### config.mk
export PLATFORM = sky130hd
export DESIGN_NAME = item_ram_arbiter
export DESIGN_NICKNAME = d
export VERILOG_FILES = /design/src/rtl/item_ram_arbiter.sv
export SDC_FILE = /design/constraint.sdc
export NUM_CORES = 1
export LEC_CHECK = 0
export ABC_CLOCK_PERIOD_IN_PS = 2150
export CORE_MARGIN = 3
export CORE_UTILIZATION = 25
export DETAILED_ROUTE_END_ITERATION = 12
export PLACE_DENSITY = 0.82
export SYNTH_ARGS = -nofsm -noshare
export SYNTH_HDL_FRONTEND = slang
export SYNTH_SLANG_ARGS = --single-unit
### constraint.sdc
create_clock -name clock -period 2.15 [get_ports clock]
set_input_delay 0.3225 -clock clock [delete_from_list [all_inputs] [get_ports clock]]
set_output_delay 0.3225 -clock clock [all_outputs]
set_load 0.02 [all_outputs]
### src/rtl/item_ram_arbiter.sv
// Single-port item RAM arbiter: renderer plus two rope controllers, one grant per cycle,
// with read tags pipelined alongside the RAM so each read word returns to its issuer.
module item_ram_arbiter #(
    parameter int RAM_LATENCY = 2,
    parameter int MAX_STARVE  = 8
) (
    input  logic        clock,
    input  logic        reset,
    input  logic        draw_req,
    input  logic [3:0]  draw_addr,
    input  logic [1:0]  rope_req,
    input  logic [1:0]  rope_we,
    input  logic [7:0]  rope_addr,
    input  logic [63:0] rope_wdata,
    output logic        draw_grant,
    output logic [1:0]  rope_grant,
    output logic        draw_rvalid,
    output logic [1:0]  rope_rvalid,
    output logic [31:0] rdata,
    output logic [3:0]  ram_address,
    output logic [31:0] ram_data,
    output logic        ram_wren,
    input  logic [31:0] ram_q
);

    localparam logic [1:0] SRC_DRAW  = 2'd0;
    localparam logic [1:0] SRC_ROPE0 = 2'd1;
    localparam logic [1:0] SRC_ROPE1 = 2'd2;
    localparam logic [3:0] STARVE_MAX = 4'(MAX_STARVE);

    typedef struct packed {
        logic       vld;
        logic [1:0] src;
    } tag_t;

    logic [1:0][3:0]  r_addr;
    logic [1:0][31:0] r_wdata;
    logic [3:0]       starve_cnt;
    logic             rr;
    logic [3:0]       last_addr;
    tag_t [RAM_LATENCY-1:0] tag_pipe;
    tag_t             tag_in;
    tag_t             tail;
    logic             rope_any;
    logic             forced;
    logic             rope_sel;

    assign r_addr  = rope_addr;
    assign r_wdata = rope_wdata;

    // Arbitration: forced rope slot, then renderer, then round-robin ropes.
    always_comb begin
        draw_grant = 1'b0;
        rope_grant = 2'b00;
        rope_any   = |rope_req;
        forced     = rope_any && (starve_cnt == STARVE_MAX);
        rope_sel   = (rope_req == 2'b11) ? rr : rope_req[1];
        if (!reset) begin
            if (forced || (!draw_req && rope_any))
                rope_grant = rope_sel ? 2'b10 : 2'b01;
            else if (draw_req)
                draw_grant = 1'b1;
        end
    end

    // Address holds its last value on idle cycles so the RAM keeps seeing a stable index.
    always_comb begin
        ram_wren    = 1'b0;
        ram_data    = 32'd0;
        ram_address = reset ? 4'd0 : last_addr;
        if (rope_grant != 2'b00) begin
            ram_address = r_addr[rope_sel];
            ram_data    = r_wdata[rope_sel];
            ram_wren    = rope_we[rope_sel];
        end else if (draw_grant) begin
            ram_address = draw_addr;
        end
    end

    always_comb begin
        tag_in.vld = draw_grant || ((rope_grant != 2'b00) && !rope_we[rope_sel]);
        tag_in.src = draw_grant ? SRC_DRAW : (rope_sel ? SRC_ROPE1 : SRC_ROPE0);
    end

    always_ff @(posedge clock) begin
        if (reset) begin
            starve_cnt <= 4'd0;
            rr         <= 1'b0;
            last_addr  <= 4'd0;
            tag_pipe   <= '0;
        end else begin
            last_addr <= ram_address;
            if (rope_grant != 2'b00) begin
                rr         <= ~rope_sel;
                starve_cnt <= 4'd0;
            end else if (!rope_any) begin
                starve_cnt <= 4'd0;
            end else if (draw_grant && (starve_cnt < STARVE_MAX)) begin
                starve_cnt <= starve_cnt + 4'd1;
            end
            tag_pipe[0] <= tag_in;
            for (int i = 1; i < RAM_LATENCY; i++)
                tag_pipe[i] <= tag_pipe[i-1];
        end
    end

    // Tail of the tag pipe lines up with ram_q for the access granted RAM_LATENCY cycles ago.
    assign tail           = tag_pipe[RAM_LATENCY-1];
    assign draw_rvalid    = !reset && tail.vld && (tail.src == SRC_DRAW);
    assign rope_rvalid[0] = !reset && tail.vld && (tail.src == SRC_ROPE0);
    assign rope_rvalid[1] = !reset && tail.vld && (tail.src == SRC_ROPE1);
    assign rdata          = ram_q;

endmodule

# == Word level (Yosys, flattened, before mapping) ==
# Cells that the tools add are included.
# Widths: inputs -> output; s select.
# word_totals
out_inout_bits,75
reg_bits,15
word_cells,52
in_bits,115
# classes
magnitude_cmp,2
addsub,1
n_mux,18
bitwise_logic,2
eq_ne,4
reduce_logical,18
# op_table
cell,n
$mux 32,3
$mux 4,5
$logic_and 1x1->1,8
$mux 1,7
$mux 2,3
$add 4x1->4 const B,1
$eq 2x2->1 const B,2
$eq 4x4->1 const B,1
$lt 4x4->1 const B,1
$reduce_or 2->1,2
$logic_not 1->1,3
$reduce_or 3->1,1
$eq 2x1->1 const B,1
$logic_not 2->1,1
$logic_or 1x1->1,2
$lt 1x2->1 const B,1
$not 1->1,2
$reduce_bool 2->1,1

# == Depth between registers and ports, before layout ==
# Gate-level depths: netlist of run 1.
# logic_depth
ltp_word,8
ltp_mapped,8
ltp_nobuf,6

# == Worst setup path after synthesis of run 1 ==
# OpenSTA, ideal clock, no wires.
# synth_path
path_type,reg2out
start,register starve_cnt[0]
end,output ram_address[0]
setup_slack_ps,-138
n_path_buf,2
t_required_ps,1827
t_arrival_ps,1965
path_stages_with_launch,9
cell_sequence,dfxtp_1 -> inv_1 -> ha_1 -> and3b_1 -> nand2b_4 -> and4_1 -> clkbuf_2 -> buf_6 -> a221oi_1
# synth_between
elab_chain_cells,7
elab_cells_between_ends,10
classes_between,eq/ne: 1; mux: 6; reduce/logical: 3
# synth_rtl
element,line_no,source
from (decl),38,logic [3:0] starve_cnt;
from (signal assigned),99,starve_cnt <= starve_cnt + 4'd1;
$eq 4x4->1 (*),56,forced = rope_any && (starve_cnt == STARVE_MAX);
$logic_and 1x1->1 (*),56,
$logic_or 1x1->1 (*),59,if (forced || (!draw_req && rope_any))
$mux 1 / $mux 2 (equally long branches),59,
$mux 1 / $mux 2 (equally long branches),58,if (!reset) begin
$mux 4 / $reduce_bool 2->1 (equally long branches),"75, 71",
$mux 4 (*),71,if (rope_grant != 2'b00) begin
to (decl),20,"output logic [3:0] ram_address,"
# Mark *: on every way between the ends. The rest lies on a longest branch, timed or not.

# == Final worst setup path of run 1 ==
# layout_path
start,register starve_cnt[1]
end,output ram_address[3]
# Same word-level chain as after synthesis.

==> impl_results.md, run 1 <==
- Clock latency at the later pin of the worst-skew pair: 0.25 ns
- Final #Nets: 406
- Rel. slew slack: 0.777
- Antenna diode count: 0
- R2r setup slk: 0.29 ns
- First-pass GRT wire length: 8.20 mm
- Number of global-route vias before repair: 1661
- Worst path slowest cell: dfxtp_2
- CTS Buf Count: 3
- Number of synthesized flops with an enable pin: 0
- Internal power: 0.719 mW
- Hold Path Class: reg2reg
- Fillers: 471
- Remaining DRCs: 0
- Post-synthesis cell type count: 35
- #FFs+latches synth: 15
- Final ANT Viol Nets: 0
- Routability cong.: 0.744
- Worst Skew: 0.000574 ns
- Total track usage: 0.161
- Net switching power: 0.287 mW
- Max frequency: 0.444 GHz
- Register area share after synthesis: 0.213
- Final Cycle Share: 1.05
- Die H: 81.0 um
- Hold Slack: 0.432 ns
- GRT overflow: 0
- Max Root-Sink Buffers: 2
- Post-Synthesis Cells: 162
- Worst path required time: 1.83 ns
- Critical path cell sequence: inv_2 -> ha_2 -> and3b_2 -> nand2b_4 -> nor3b_4 -> buf_6 -> buf_6 -> a221oi_2 -> buf_4
- Vias: 1667
- Clk sinks: 15
- Root Driver: clkbuf_8
- Critical Path Fanout Max: 7
- Post-route setup slack: -0.103 ns
- Delay of the slowest critical-path stage: 0.33 ns
- Switching fraction of total power: 0.285
- Final setup viols: 33
- Non-filler cells, final: 358
- Crit. End Element: output port
- CP Class: reg2out
- Comb pwr share: 0.474
- Ys async rst share: 0
- Final hold viol count: 0
- Worst-path clk slew: 0.06 ns
- Top FF cell, synth: dfxtp_1
- Failing checks: setup timing
- H-tree levels: 1
- Commonest non-fill, non-tap cell in the layout: clkdlybuf4s50_1
- DRT Pass-1 Iters: 4
- Synthesized area: 1410 um^2
- Final Power: 1.01 mW
- CP top delay family: simple AND/OR/NAND/NOR gates
- Clock power frac: 0.229
- Max-cap violations: 0
- Reg power frac: 0.297
- Layout cells sized above 1: 0.378
- Most frequent CP cell: buf_6
- Synth Net Count: 279
- Count of port buffers added during placement: 125
- WL/cell: 15.6 um
- Die Wd: 81.0 um
- PD cells: 343 nW/um^2
- Min Tclk post-route: 2.25 ns
- Starting Density: 0.267
- Worst-Margin Slew: 0.330 ns
- Vias per inst: 4.66
- Initial antenna violation count: 0
- Leakage: 1.31 nW
- Yosys warnings: 0
- Post-DP HPWL: 4.29 mm
- Rows: 26
- Final WL: 5.60 mm
- RSZ-0062 raised after global routing: yes
- Commonest cells after routing, fill and taps aside: 82 x clkdlybuf4s50_1, 41 x buf_6, 34 x buf_4
- Largest net degree at the start of global routing: 17
- Drt initial violations: 36
- Bufs and invs on worst path: 4
- CTS tree: yes
- Full die area: 6570 um^2
- Critical Path Source Type: register
- Layout area overhead: 108%
- Core Footprint: 5270 um^2
- Outcome: finished, violations left
- Dpl cells: 342
- Worst vdd ir: 0.000269 V
- Synth Area per Inst: 8.69 um^2
- # IOs: 190
- CTS Hold Bufs: 0
- Slew Viols, Final: 0
- WP data arrival: 1.93 ns
-- kinds of logic (layout without fill, tap and decap cells) --
logic type,Yosys count,after routing,synth area share
compound gates,55,55,0.316
xor+xnor,2,2,0.0124
fa+ha+maj,2,2,0.0178
buf+inv,58,184,0.285
flops,15,15,0.213
mux,6,6,0.0427
simple gates,24,24,0.112
-- final cells by class --
class	count	area, um^2	area share
Multi-Input combinational cell	89	785	0.268
Timing Repair Buffer	166	1660	0.565
Sequential cell	15	303	0.103
Tap cell	70	87.6	0.0299
Inverter	14	55.1	0.0188
Clock buffer	4	45.0	0.0154
-- metal layers --
metal / part of all wire / vias to the layer above / track usage
li1: - / 810 / -
met1: 0.38 / 731 / 0.195
met2: 0.50 / 107 / 0.275
met3: 0.092 / 19 / 0.0410
met4: 0.024 / 0 / 0.0507
met5: 0 / - / 0
-- sequential cells by signal, summed over array words and instances, names as in the netlist --
name,count
last_addr,4
tag_pipe,6
rr,1
starve_cnt,4
-- power groups by stage --
stage	combinational [mW]	sequential [mW]	clock [mW]
2_1_floorplan	0.246	0.304	0
3_3_place_gp	0.426	0.304	0
3_5_place_dp	0.431	0.304	0
4_1_cts	0.464	0.299	0.234
5_1_grt	0.506	0.301	0.251
6_report	0.477	0.299	0.230
-- path summary, 6_finish.rpt --
| check | from | end | cells after the start |
|---|---|---|---|
| hold reg to reg | tag_pipe[2]$_SDFF_PP0_ | tag_pipe[5]$_SDFF_PP0_ | 1 |
| hold / removal | tag_pipe[2]$_SDFF_PP0_ | tag_pipe[5]$_SDFF_PP0_ | 1 |
| setup reg to reg | starve_cnt[1]$_SDFFE_PP0P_ | last_addr[3]$_SDFF_PP0_ | 10 |
| setup / recovery | starve_cnt[1]$_SDFFE_PP0P_ | ram_address[3] | 9 |
-- worst reg2reg max path: stages, from the launching register on --
cell	delay [ns]
dfxtp_2	0.33
inv_2	0.03
ha_2	0.16
and3b_2	0.21
nand2b_4	0.15
nor3b_4	0.16
buf_6	0.14
buf_6	0.12
buf_4	0.13
buf_4	0.12
a221oi_1	0.21
-- metrics by stage --
stage               cell area [um^2]  setup slack [ns]  TNS [ns]   util
floorplan                       1410            -0.138    -0.413      -
global placement                2650            -0.432    -15.71  0.503
detailed placement              2650            -0.464    -16.15  0.503
CTS                             2880            -0.110     -1.59  0.546
global route                    2930            -0.191     -5.36  0.556
finish                          2930            -0.103     -1.99  0.556
-- synth_stat cells, drive strengths merged, types with 2 or more instances --
library cell	n	share of area
inv	14	0.037
a221oi	8	0.054
dfxtp	15	0.21
o21ai	5	0.018
nor3	2	0.0071
nor3b	4	0.029
nor2	4	0.011
nand2	5	0.013
buf	41	0.23
a21oi	7	0.025
mux2i	6	0.043
nor2b	3	0.013
clkbuf	3	0.016
a22o	32	0.20
ha	2	0.018
-- repair_timing --
item / 4_1_cts / 5_1_grt
endpoints found under the setup margin: 43 / 40
buffers inserted: 9 / 2
gates resized for setup: 254 / 19
gates cloned: 3 / 0
pin swaps: 12 / 13
Power figures use the tool's default switching activity.
==> run 2, diff against run 1 <==
==> config.mk (replaced) <==
export PLATFORM = sky130hd
export DESIGN_NAME = item_ram_arbiter
export DESIGN_NICKNAME = d
export VERILOG_FILES = /design/src/rtl/item_ram_arbiter.sv
export SDC_FILE = /design/constraint.sdc
export NUM_CORES = 1
export LEC_CHECK = 0
export ABC_CLOCK_PERIOD_IN_PS = 1850
export CAP_MARGIN = 20
export CORE_MARGIN = 3
export CORE_UTILIZATION = 23
export DETAILED_ROUTE_END_ITERATION = 12
export PLACE_DENSITY = 0.79
export SYNTH_ARGS = -nofsm -noshare
export SYNTH_HDL_FRONTEND = slang
export SYNTH_SLANG_ARGS = --single-unit
==> constraint.sdc (replaced) <==
create_clock -name clock -period 1.85 [get_ports clock]
set_input_delay 0.2775 -clock clock [delete_from_list [all_inputs] [get_ports clock]]
set_output_delay 0.2775 -clock clock [all_outputs]
set_load 0.02 [all_outputs]
==> run 2 against run 1 <==
Net effect: the flow still finishes with violations (setup timing); clock power increased by 18%; critical path depth unchanged; power increased by 24%; setup slack got worse by 0.25 ns; flip-flop and latch count unchanged; largest power group unchanged; register-to-register slack got worse by 0.21 ns; wire length increased by 6.5%; final cell count increased by 2.5%.
==> impl_results.md, run 2 (synthesized netlist as in run 1, its figures left out) <==
- Dpl cells: 350 (+2.3%)
- WL/cell: 16.2 um (+3.9%)
- Starting Density: 0.247 (-0.0205)
- Worst path slowest cell: dfxtp_2
- First-pass GRT wire length: 9.07 mm (+11%)
- Final Core Density: 0.570 (+0.0133)
- Commonest cells after routing, fill and taps aside: 81 x clkdlybuf4s50_1, 41 x buf_6, 39 x buf_4
- Final WL: 5.96 mm (+6.5%)
- CTS tree: yes
- Layout cells sized above 1: 0.461 (+0.0825)
- Antenna diode count: 0 (unchanged)
- Clk sinks: 15 (unchanged)
- Drt initial violations: 27 (-25%)
- Core Footprint: 5710 um^2 (+8.3%)
- Root Driver: clkbuf_8
- Post-route setup slack: -0.354 ns (-0.252 ns)
- Commonest non-fill, non-tap cell in the layout: clkdlybuf4s50_1
- Failing checks: setup timing
- Leakage: 1.48 nW (+13%)
- Rel. slew slack: 0.806 (+0.0286)
- Hold Path Class: reg2reg
- Remaining DRCs: 0 (unchanged)
- Routability cong.: 0.862 (+16%)
- Rows: 27 (+3.8%)
- Delay of the slowest critical-path stage: 0.34 ns (about the same)
- Largest Register: tag_pipe
- FF-to-FF Start: starve_cnt[0]$_SDFFE_PP0P_
- Non-filler cells, final: 367 (+2.5%)
- Die H: 84.2 um (+3.9%)
- Final hold viol count: 0 (unchanged)
- WP depth: 9 (unchanged)
- Slew Viols, Final: 0 (unchanged)
- Critical Path Fanout Max: 7 (unchanged)
- # IOs: 190 (unchanged)
- CP Class: reg2out
- PD cells: 383 nW/um^2 (+11%)
- DRT Pass-1 Iters: 3 (-1)
- CP top delay family: simple AND/OR/NAND/NOR gates
- Vias per inst: 4.60 (-1.1%)
- Final Power: 1.24 mW (+24%)
- Critical path cell sequence: inv_2 -> ha_2 -> and3b_1 -> nand2b_4 -> nor3b_4 -> buf_6 -> buf_6 -> a221oi_4 -> buf_6
- Worst Skew: 0.00709 ns (+0.00652 ns)
- Crit. End Element: output port
- Hold depth: 1 (unchanged)
- Outcome: finished, violations left
- Worst-Margin Slew: 0.283 ns (-0.0476 ns)
- Layout area overhead: 131%
- Worst-path clk slew: 0.07 ns (about the same)
- Initial antenna violation count: 0 (unchanged)
- Worst vdd ir: 0.000449 V (+67%)
- Worst Hold Launch: tag_pipe[0]$_SDFF_PP0_
- Bufs and invs on worst path: 4 (unchanged)
- WP data arrival: 1.93 ns (about the same)
- Die Wd: 84.2 um (+3.9%)
- Worst path required time: 1.57 ns (-0.26 ns)
- Placed Area: 2960 um^2 (+12%)
- CTS Buf Count: 3 (unchanged)
- Final setup viols: 39 (+18%)
- Max frequency: 0.454 GHz
- Max-cap violations: 0 (unchanged)
- R2R depth: 9 (-1)
- Vias: 1690 (+1.4%)
- Post-DP HPWL: 4.73 mm (+10%)
- GRT overflow: 0 (unchanged)
- RSZ-0062 raised after global routing: yes
- Clock latency at the later pin of the worst-skew pair: 0.25 ns (about the same)
- Max reg flops: 6 (unchanged)
- Full die area: 7090 um^2 (+8.0%)
- Most frequent CP cell: buf_6
- Setup WS pre-CTS: -0.720 ns (-0.256 ns)
- Max Root-Sink Buffers: 2 (unchanged)
- Final #Nets: 413 (+1.7%)
- Critical Path Source Type: register
- CTS Hold Bufs: 0 (unchanged)
- Min Tclk post-route: 2.20 ns
- Hold Slack: 0.436 ns (+0.00381 ns)
- Largest net degree at the start of global routing: 15 (-2)
- Post-route cell area: 3250 um^2 (+11%)
- H-tree levels: 1 (unchanged)
- Final ANT Viol Nets: 0 (unchanged)
- Final Cycle Share: 1.19
- TNS Setup: -11.95 ns (-9.96 ns)
- Largest registers: tag_pipe x6, last_addr x4, starve_cnt x4
- Setup crit start: starve_cnt[0]$_SDFFE_PP0P_
- Number of global-route vias before repair: 1829 (+10%)
- Total track usage: 0.157 (-0.00352)
- Count of port buffers added during placement: 125 (unchanged)
-- run 2: area by class of cell --
| type | count | area, um^2 |
|---|---|---|
| Fill cell | 508 | 2460 |
| Timing Repair Buffer | 173 | 1780 |
| Multi-Input combinational cell | 89 | 982 |
| Sequential cell | 15 | 303 |
| Tap cell | 72 | 90.1 |
| Inverter | 14 | 52.6 |
| Clock buffer | 3 | 41.3 |
| Clock inverter | 1 | 5.00 |
-- run 2: per-layer routing --
metal / wire [um] / vias up / global-route usage
li1: - / 830 / -
met3: 424 / 10 / 0.0383
met2: 3360 / 74 / 0.319
met5: 0 / - / 0
met1: 2140 / 776 / 0.160
met4: 39 / 0 / 0.0292
-- run 2: repair_timing --
item / 4_1_cts / 5_1_grt
pin swaps: 4 / 7
cloned: 2 / 1
setup buffers: 6 / 5
setup endpoints to repair: 43 / 43
resized for setup: 238 / 24
-- run 2: path summary, 6_finish.rpt --
check / end / slack (ns)
max: ram_address[3] / -0.35
min: tag_pipe[3]$_SDFF_PP0_ / 0.44
max reg2reg: starve_cnt[0]$_SDFFE_PP0P_ / 0.08
min reg2reg: tag_pipe[3]$_SDFF_PP0_ / 0.44
-- run 2: report_power, final --
group          internal, mW  leakage [nW]  switching (mW)  total, mW
clock                 0.149        0.0255           0.122      0.271
sequential            0.341         0.124         0.00687      0.348
combinational         0.388          1.33           0.237      0.625
